**src/rtl/ads1115_pkg.sv**
```systemverilog
// Shared level encodings, default thresholds and LED decode for the ADS1115 level monitor.
package ads1115_pkg;

  typedef enum logic [1:0] {
    LVL_INIT  = 2'b00,
    LVL_OK    = 2'b01,
    LVL_HIGH  = 2'b10,
    LVL_FAULT = 2'b11
  } level_e;

  localparam logic [15:0] DEF_LOW_TH   = 16'h0FA0;
  localparam logic [15:0] DEF_HIGH_TH  = 16'h57E4;
  localparam logic [15:0] DEF_FAULT_TH = 16'h7D00;
  localparam logic [15:0] DEF_HYST     = 16'h0100;
  localparam int          DEF_PERSIST  = 3;

  // Returns {led1, led2, led3}; all active-low, at most one lit.
  function automatic logic [2:0] leds_of(level_e l);
    case (l)
      LVL_OK:    leds_of = 3'b101;
      LVL_HIGH:  leds_of = 3'b110;
      LVL_FAULT: leds_of = 3'b011;
      default:   leds_of = 3'b111;
    endcase
  endfunction

endpackage

```
**src/rtl/ads1115_level_monitor_if.sv**
```systemverilog
// Sample-in / average-and-level-out bundle of the ADS1115 level monitor.
interface ads1115_level_monitor_if;
  // sample_valid and avg_valid are one-cycle strobes with no ready: the consumer
  // must accept every strobe, including on consecutive cycles.
  logic [15:0] sample;
  logic        sample_valid;
  logic [15:0] avg;
  logic        avg_valid;
  logic [1:0]  level;
  logic        led1;
  logic        led2;
  logic        led3;

  modport master (output sample, sample_valid,
                  input  avg, avg_valid, level, led1, led2, led3);
  modport slave  (input  sample, sample_valid,
                  output avg, avg_valid, level, led1, led2, led3);
endinterface

```
**src/rtl/ads1115_avg4.sv**
```systemverilog
// 4-sample moving average with warm-up: avg_valid strobes from the 4th accepted sample on.
module ads1115_avg4 (
  input  logic        clk,
  input  logic        rst_n,
  input  logic [15:0] sample,
  input  logic        sample_valid,
  output logic [15:0] avg,
  output logic        avg_valid
);

  logic [3:0][15:0] win_q, win_d;
  logic [17:0]      sum_q, sum_d;
  logic [2:0]       cnt_q, cnt_d;
  logic [15:0]      avg_q, avg_d;
  logic             avg_valid_q, avg_valid_d;

  always_comb begin
    win_d       = win_q;
    sum_d       = sum_q;
    cnt_d       = cnt_q;
    avg_d       = avg_q;
    avg_valid_d = 1'b0;
    if (sample_valid) begin
      // The window starts zeroed, so the running sum stays exact during warm-up.
      win_d       = {win_q[2:0], sample};
      sum_d       = sum_q + {2'b00, sample} - {2'b00, win_q[3]};
      avg_d       = sum_d[17:2];
      avg_valid_d = (cnt_q >= 3'd3);
      if (cnt_q != 3'd4) cnt_d = cnt_q + 3'd1;
    end
  end

  always_ff @(posedge clk) begin
    if (!rst_n) begin
      win_q       <= '0;
      sum_q       <= '0;
      cnt_q       <= '0;
      avg_q       <= '0;
      avg_valid_q <= 1'b0;
    end else begin
      win_q       <= win_d;
      sum_q       <= sum_d;
      cnt_q       <= cnt_d;
      avg_q       <= avg_d;
      avg_valid_q <= avg_valid_d;
    end
  end

  assign avg       = avg_q;
  assign avg_valid = avg_valid_q;

endmodule

```
**src/rtl/ads1115_level_monitor.sv**
```systemverilog
// ADS1115 level monitor: averaging, threshold classification with hysteresis and persistence, LEDs.
// Optional build macro FAST_FAULT_EN commits a FAULT candidate immediately.
module ads1115_level_monitor
  import ads1115_pkg::*;
#(
  parameter logic [15:0] LOW_TH   = DEF_LOW_TH,
  parameter logic [15:0] HIGH_TH  = DEF_HIGH_TH,
  parameter logic [15:0] FAULT_TH = DEF_FAULT_TH,
  parameter logic [15:0] HYST     = DEF_HYST,
  parameter int          PERSIST  = DEF_PERSIST
) (
  input  logic                     clk,
  input  logic                     rst_n,
  ads1115_level_monitor_if.slave   bus
);

  localparam logic [2:0] PERSIST_N = PERSIST[2:0];

  logic [15:0] avg;
  logic        avg_valid;

  ads1115_avg4 u_avg4 (
    .clk          (clk),
    .rst_n        (rst_n),
    .sample       (bus.sample),
    .sample_valid (bus.sample_valid),
    .avg          (avg),
    .avg_valid    (avg_valid)
  );

  level_e     level_q, level_d;
  level_e     prev_cand_q, prev_cand_d;
  level_e     raw, cand;
  logic [2:0] pcnt_q, pcnt_d, cnt_next;
  logic       fault_hi_q, fault_hi_d;
  logic [2:0] leds_q, leds_d;

  always_comb begin
    if (avg < LOW_TH || avg > FAULT_TH) raw = LVL_FAULT;
    else if (avg > HIGH_TH)             raw = LVL_HIGH;
    else                                raw = LVL_OK;

    // Hysteresis only delays leaving the committed state, never entering one.
    cand = raw;
    if (level_q == LVL_HIGH && raw == LVL_OK && avg > HIGH_TH - HYST)
      cand = LVL_HIGH;
    if (level_q == LVL_FAULT && raw != LVL_FAULT &&
        (fault_hi_q ? (avg > FAULT_TH - HYST) : (avg < LOW_TH + HYST)))
      cand = LVL_FAULT;
  end

  always_comb begin
    level_d     = level_q;
    prev_cand_d = prev_cand_q;
    pcnt_d      = pcnt_q;
    fault_hi_d  = fault_hi_q;
    cnt_next    = (cand != prev_cand_q) ? 3'd1 : pcnt_q + 3'd1;
    if (avg_valid) begin
      prev_cand_d = cand;
      if (raw == LVL_FAULT) fault_hi_d = (avg > FAULT_TH);
      if (level_q == LVL_INIT) begin
        level_d = cand;
        pcnt_d  = '0;
      end else if (cand == level_q) begin
        pcnt_d = '0;
`ifdef FAST_FAULT_EN
      end else if (cand == LVL_FAULT) begin
        level_d = cand;
        pcnt_d  = '0;
`endif
      end else if (cnt_next == PERSIST_N) begin
        level_d = cand;
        pcnt_d  = '0;
      end else begin
        pcnt_d = cnt_next;
      end
    end
    leds_d = leds_of(level_d);
  end

  always_ff @(posedge clk) begin
    if (!rst_n) begin
      level_q     <= LVL_INIT;
      prev_cand_q <= LVL_INIT;
      pcnt_q      <= '0;
      fault_hi_q  <= 1'b0;
      leds_q      <= 3'b111;
    end else begin
      level_q     <= level_d;
      prev_cand_q <= prev_cand_d;
      pcnt_q      <= pcnt_d;
      fault_hi_q  <= fault_hi_d;
      leds_q      <= leds_d;
    end
  end

  assign bus.avg       = avg;
  assign bus.avg_valid = avg_valid;
  assign bus.level     = level_q;
  assign bus.led1      = leds_q[2];
  assign bus.led2      = leds_q[1];
  assign bus.led3      = leds_q[0];

endmodule

```
**src/flat_wrapper.sv**
```systemverilog
// flat-port wrapper written by rule: the top's interface ports become plain ports
module ads1115_level_monitor_flat import ads1115_pkg::*;
#(
  parameter logic [15:0] LOW_TH   = DEF_LOW_TH,
  parameter logic [15:0] HIGH_TH  = DEF_HIGH_TH,
  parameter logic [15:0] FAULT_TH = DEF_FAULT_TH,
  parameter logic [15:0] HYST     = DEF_HYST,
  parameter int          PERSIST  = DEF_PERSIST
)
  (clk, rst_n, bus_sample, bus_sample_valid, bus_avg, bus_avg_valid, bus_level, bus_led1, bus_led2, bus_led3);
  ads1115_level_monitor_if bus_i ();
  input  logic clk;
  input  logic rst_n;
  input wire logic [$bits(bus_i.sample)-1:0] bus_sample;
  input wire logic [$bits(bus_i.sample_valid)-1:0] bus_sample_valid;
  output wire logic [$bits(bus_i.avg)-1:0] bus_avg;
  output wire logic [$bits(bus_i.avg_valid)-1:0] bus_avg_valid;
  output wire logic [$bits(bus_i.level)-1:0] bus_level;
  output wire logic [$bits(bus_i.led1)-1:0] bus_led1;
  output wire logic [$bits(bus_i.led2)-1:0] bus_led2;
  output wire logic [$bits(bus_i.led3)-1:0] bus_led3;
  assign bus_i.sample = bus_sample;
  assign bus_i.sample_valid = bus_sample_valid;
  assign bus_avg = bus_i.avg;
  assign bus_avg_valid = bus_i.avg_valid;
  assign bus_level = bus_i.level;
  assign bus_led1 = bus_i.led1;
  assign bus_led2 = bus_i.led2;
  assign bus_led3 = bus_i.led3;
  ads1115_level_monitor #(.LOW_TH(LOW_TH), .HIGH_TH(HIGH_TH), .FAULT_TH(FAULT_TH), .HYST(HYST), .PERSIST(PERSIST)) u_core (.clk(clk), .rst_n(rst_n), .bus(bus_i));
endmodule
```
**config.mk**
```make
export PLATFORM = sky130hd
export DESIGN_NAME = ads1115_level_monitor_flat
export DESIGN_NICKNAME = d
export VERILOG_FILES = /design/src/rtl/ads1115_pkg.sv /design/src/rtl/ads1115_level_monitor_if.sv /design/src/rtl/ads1115_avg4.sv /design/src/rtl/ads1115_level_monitor.sv /design/src/flat_wrapper.sv
export SDC_FILE = /design/constraint.sdc
export NUM_CORES = 1
export LEC_CHECK = 0
export BUFFER_PORTS_ARGS = -buffer_cell sky130_fd_sc_hd__buf_2
export CAP_MARGIN = 40
export CORE_ASPECT_RATIO = 1.4
export CORE_MARGIN = 10
export CORE_UTILIZATION = 30
export CTS_CLUSTER_SIZE = 30
export DETAILED_ROUTE_END_ITERATION = 7
export PLACE_DENSITY = 0.58
export REMOVE_ABC_BUFFERS = 1
export SLEW_MARGIN = 10
export SYNTH_ARGS = -nofsm -noshare
export SYNTH_HDL_FRONTEND = slang
export SYNTH_HIERARCHICAL = 1
export SYNTH_SLANG_ARGS = --single-unit
```
**constraint.sdc**
```tcl
create_clock -name clk -period 3.8 [get_ports clk]
set_input_delay 0.57 -clock clk [delete_from_list [all_inputs] [get_ports clk]]
set_output_delay 0.57 -clock clk [all_outputs]
set_load 0.01 [all_outputs]
```
After elaboration in Yosys (flattened, before gate mapping)

Cells that the tools add are included.
W data, S select, Z words.

$add $sub $neg: 4
Magnitude comparators: 7
Equal/unequal tests: 12
Muxes and demuxes: 14
Reduce and logical (&&, ||, !) cells: 9

Operators by type and width:

| kind                   | number |
|---|---|
| $gt A16 B15 Y1 const B | 4 |
| $add A18 B16 Y18       | 1 |
| $sub A18 B16 Y18       | 1 |
| $lt A16 B12 Y1 const B | 1 |
| $lt A16 B13 Y1 const B | 1 |
| $mux W2                | 8 |
| $mux W3                | 4 |
| $eq A2 B2 Y1 const B   | 5 |
| $pmux W3 S3            | 1 |
| $add A3 B1 Y3 const B  | 2 |
| $reduce_and A2 Y1      | 3 |
| $eq A2 B1 Y1 const B   | 2 |
| $logic_and A1 B1 Y1    | 4 |
| $eq A3 B2 Y1 const B   | 1 |
| $ge A3 B2 Y1 const B   | 1 |
| $ne A3 B3 Y1 const B   | 1 |
| $eq A2 B2 Y1           | 1 |
| $logic_not A2 Y1       | 1 |
| $ne A2 B2 Y1           | 1 |
| $ne A2 B2 Y1 const B   | 1 |
| $logic_or A1 B1 Y1     | 1 |
| $mux W1                | 1 |

Flip-flop bits (word level): 113
Bits of input ports: 19
Word-level logic and storage cells: 59

Depth between registers and ports, before layout

Depth in word-level cells: 17
Mapped depth: 13
Depth with buffers taken out: 13

Cells and area by module

Netlist, hierarchy kept.

Modules (own cells, without submodules):

| module                | times used | cells an instance | area each (um^2) | seq. area each (um^2) |
|---|---|---|---|---|
| ads1115_avg4          | 1          | 487               | 4475.5           | 1721.7 |
| ads1115_level_monitor | 1          | 107               | 943.4            | 220.2 |

Least setup slack after synthesis

No wires, ideal clock.

Kind: input to register
From: in bus_sample[5]
To: reg u_core.u_avg4.sum_q[14]
Setup time: 126 ps
Arrival time: 2883 ps
Required time: 3674 ps
Slack: 790 ps
Stages on the path: 11
Path buffers: 0
Cell sequence: inv_1 -> fa_1 -> inv_1 -> ha_1 -> a21o_1 -> or3_1 -> o21a_1 -> a221o_1 -> a21oi_1 -> xor2_1 -> o21ai_1

Word-level cells in the longest chain between the ends: 2

Ends and longest elaborated chain:

| element              | line               | text |
|---|---|---|
| start, declared      | flat_wrapper.sv:14 | `input wire logic [$bits(bus_i.sample)-1:0] bus_sample;` |
| $add A18 B16 Y18     | ads1115_avg4.sv:26 | `sum_d = sum_q + {2'b00, sample} - {2'b00, win_q[3]};` |
| $sub A18 B16 Y18     | ads1115_avg4.sv:26 |  |
| end signal, assigned | ads1115_avg4.sv:42 | `sum_q <= sum_d;` |
| end, declared        | ads1115_avg4.sv:12 | `logic [17:0] sum_q, sum_d;` |

Every way passes these cells.
A chain may end at the register's enable or synchronous reset.

Worst setup path in the final report

From: reg u_core.u_avg4.sum_q[13]
To: reg u_core.u_avg4.sum_q[17]

Word-level cells in the longest chain between the ends: 2

Ends and longest elaborated chain:

| element          | line |
|---|---|
| $add A18 B16 Y18 | ads1115_avg4.sv:26 |
| $sub A18 B16 Y18 | ads1115_avg4.sv:26 |

Every way passes these cells.

==> key figures <==
STA
  • Minimum clock period: 3.18 ns
  • Share of the clock period used by the worst path after layout: 83.7%
  • Fin. max-slew vios: 0
  • Post-route clock skew: 0.00642 ns
  • Slew at the pin closest to its max-slew limit: 0.697 ns
  • Final-layout setup total negative slack: 0 ns
  • Max frequency: 314 MHz
  • Final setup vio count: 0
  • Unrepaired setup endpoints after global routing: false
  • Tightest slew margin relative to the limit: 53.5%
  • Total count of hold-check failures in the final report: 0

Synthesis
  • Synth top area share: 35.8%
  • Cells after synthesis: 594
  • Most used flip-flop cell after synthesis: dfxtp_1
  • Avg Inst Size Synth: 9.12 um^2
  • Share of async-settable or async-resettable flops after synthesis: 0%
  • Most common library cells after synthesis: dfxtp_1 (97), nor2_1 (94), inv_1 (73)
  • Register bit total from synthesis: 97
  • Fraction of the yosys area taken by sequential cells: 35.8%
  • Most common cell in the synthesized netlist: dfxtp_1
  • Synth Warn #: 6
  • Synth cell types: 67
  • Mapped Area: 5420 um^2
  • Leading cell types by total area after synthesis: dfxtp_1 (36%), mux2i_1 (13%), nor2_1 (6.5%)
  • Number of enable-type register cells in the synthesized netlist: 0
  • Largest area contributor in the netlist: dfxtp_1

Floorplan
  • Horizontal die dimension: 134 um
  • Number of rows in the core area: 58
  • Floorplan die height: 179 um
  • Initial Util: 30.4%
  • Placeable core region: 17,900 um^2
  • DIE AREA: 23,900 um^2
  • I/O pin total: 41

Worst hold path
  • Worst min path class: reg2reg

Clock tree
  • Maximum root-to-sink buffer count: 2
  • Post-cts sizing count: 0
  • Clk_lat worst skew: 0.34 ns
  • Clock transition at the register clock pins on the worst setup and hold paths after CTS: 0.07 ns
  • Root buf cell: clkbuf_16
  • CTS hold repair buffers: 0
  • Number of buffers created by CTS: 9
  • Buffers inserted during post-CTS setup optimization: 0
  • Clock tree from TritonCTS: built
  • H-tree lvl count: 3
  • Sinks on the clock net: 97

Routing
  • DRC marker count from the first detailed-route iteration: 177
  • Total number of vias: 3,927
  • DRC violation count after routing: 0
  • Number of detailed-route iterations in the first pass: 4
  • Total wire length: 11.0 mm
  • Antenna Violating Nets Remaining: 0
  • DR vias/cell: 4.58
  • Mean routed wirelength per cell: 12.9 um

Critical path
  • Maximum cell stage delay along the critical path: 0.52 ns
  • Crit-path most repeated cell: inv_1
  • Worst endpoint required time: 4.07 ns
  • Cell type of the slowest stage on the worst timing path: fa_1
  • Worst-path maximum fanout: 8
  • Setup Crit Path Kind: reg2reg
  • Setup crit end kind: register
  • Worst setup SP type: register
  • WP data arrival: 3.45 ns
  • Chain of cells forming the critical path: inv_1 > fa_1 > inv_1 > ha_1 > nand4_1 > or4_1 > a211oi_1 > nor3_2 > xnor2_1 > or3_1 > a21oi_1

Place
  • Post-detail-place hpwl: 8.33 mm
  • Count of buffers from port buffering: 40
  • Final weighted congestion in routability-driven placement: 0.774

Global route
  • Global-route wire length before repair: 19.3 mm
  • Largest net degree at the start of global routing: 41
  • Number of global-route vias before repair: 3,967
  • Overall track demand over capacity in global routing: 9.76%
  • Total global routing overflow: 0
  • Initial antenna violation count: 0

Power and ir drop
  • Portion of total power attributed to combinational logic: 42.8%
  • Leak: 2.76 nW
  • Internal Pwr Total: 2.33 mW
  • Net switching fraction of the power: 38.1%
  • Net switching power: 1.44 mW
  • Clock network power share: 24.0%
  • Areal power density over the cells: 626 nW/um^2
  • Maximum vdd ir drop: 373 uV
  • Sequential fraction of design power: 33.2%

Outcome
  • Status: complete, no violations

Layout
  • Number of antenna cells inserted: 0
  • Layout cells sized above 1: 13.8%
  • Core utilization of the finished layout: 33.7%
  • Number of nets in the layout: 670
  • P&R area growth vs syn: 11.1%

Flow run
  • Max-cap violations: 0
## cell type report
| type | count | area, um^2 |
|---|---|---|
| sequential | 97 | 1940 |
| multi-input combinational | 385 | 2950 |
| clock inverter | 3 | 21.3 |
| timing repair buffer | 46 | 248 |
| tap | 240 | 300 |
| fill | 1927 | 11800 |
| inverter | 74 | 278 |
| clock buffer | 13 | 280 |
## power by group through the flow
stage,Combinational (mW),Sequential [mW],Clock [mW]
after floorplan,1.19,1.28,0
after global placement,1.62,1.28,0
after detailed placement,1.63,1.28,0
after CTS,1.64,1.26,0.942
after global routing,1.83,1.28,0.978
final,1.61,1.25,0.903
## critical path: cells and delay by family (launching register included)
family	cells	cell delay, ns
and+or+nand+nor	4	1.03
adders and majority gates	2	0.89
DFF	1	0.49
AOI/OAI and AO/OA	2	0.42
buffers and inverters	2	0.15
xor gates and xnor gates	1	0.13
## placed cells by master, fill, tap and decap left out, types with 3 or more instances in the layout
master | Yosys | layout
clkbuf_16 | 0 | 9
a21oi_1 | 23 | 23
nand2b_1 | 6 | 6
nand2_1 | 19 | 19
nor3b_1 | 3 | 3
nand3_1 | 8 | 8
nor2_1 | 94 | 94
a21o_1 | 10 | 10
dfxtp_1 | 97 | 97
a211oi_1 | 7 | 7
xnor2_1 | 9 | 9
o21ai_1 | 4 | 4
or3_1 | 3 | 3
o21ai_0 | 13 | 13
buf_2 | 3 | 39
clkbuf_8 | 0 | 4
xor2_1 | 6 | 6
a41oi_1 | 3 | 3
nand4_1 | 6 | 6
o21a_1 | 4 | 4
fa_1 | 16 | 16
ha_1 | 22 | 22
and3_2 | 3 | 3
buf_4 | 16 | 7
inv_1 | 73 | 73
mux2i_1 | 68 | 68
a31oi_1 | 3 | 3
o211a_1 | 5 | 5
## path summary, 6_finish.rpt
path         cells after the start  slack (ns)                                    to                            startpoint
max                             11        0.62  u_core/u_avg4/sum_q[17]$_SDFFE_PN0P_  u_core/u_avg4/sum_q[13]$_SDFFE_PN0P_
max reg2reg                     11        0.62  u_core/u_avg4/sum_q[17]$_SDFFE_PN0P_  u_core/u_avg4/sum_q[13]$_SDFFE_PN0P_
min reg2reg                      2        0.46         u_core/pcnt_q[1]$_SDFFE_PN0P_         u_core/pcnt_q[1]$_SDFFE_PN0P_
min                              2        0.46         u_core/pcnt_q[1]$_SDFFE_PN0P_         u_core/pcnt_q[1]$_SDFFE_PN0P_
## cell families after synthesis
family	synth area share (%)
and+or+nand+nor	15.1
buffers and inverters	9.70
DFF	35.8
AOI/OAI and AO/OA	13.3
muxes	12.6
adders and majority gates	11.2
xor gates and xnor gates	2.42
## layer usage
metal	track usage [%]	part of all wire, %	vias to the layer above
li1	-	-	2029
met1	11.4	46	1853
met2	16.9	50	37
met3	2.13	2.8	8
met4	4.05	1.3	0
met5	0	0	-
## through the flow
stage                     total power, mW  std cells  hold slack, ns  area, um^2  setup slack [ns]
after detailed placement             2.91        842           0.453        5720             0.485
after global routing                 4.09        858           0.493        6020             0.408
final                                3.77        858           0.457        6020             0.618
after global placement               2.90        842           0.443        5720             0.512
after CTS                            3.84        858           0.462        6020             0.610
after floorplan                      2.47        556           0.434        5170             0.764
## state kept, by name (all words and copies together) (netlist names)
| signal | cells |
|---|---|
| u_core/fault_hi_q | 1 |
| u_core/u_avg4/cnt_q | 3 |
| u_core/bus.level | 2 |
| u_core/leds_q | 3 |
| u_core/pcnt_q | 3 |
| u_core/prev_cand_q | 2 |
| u_core/u_avg4/win_q | 64 |
| u_core/u_avg4/sum_q | 18 |
| u_core/u_avg4/avg_valid | 1 |
Note: power is estimated with default switching activity, not from simulation.
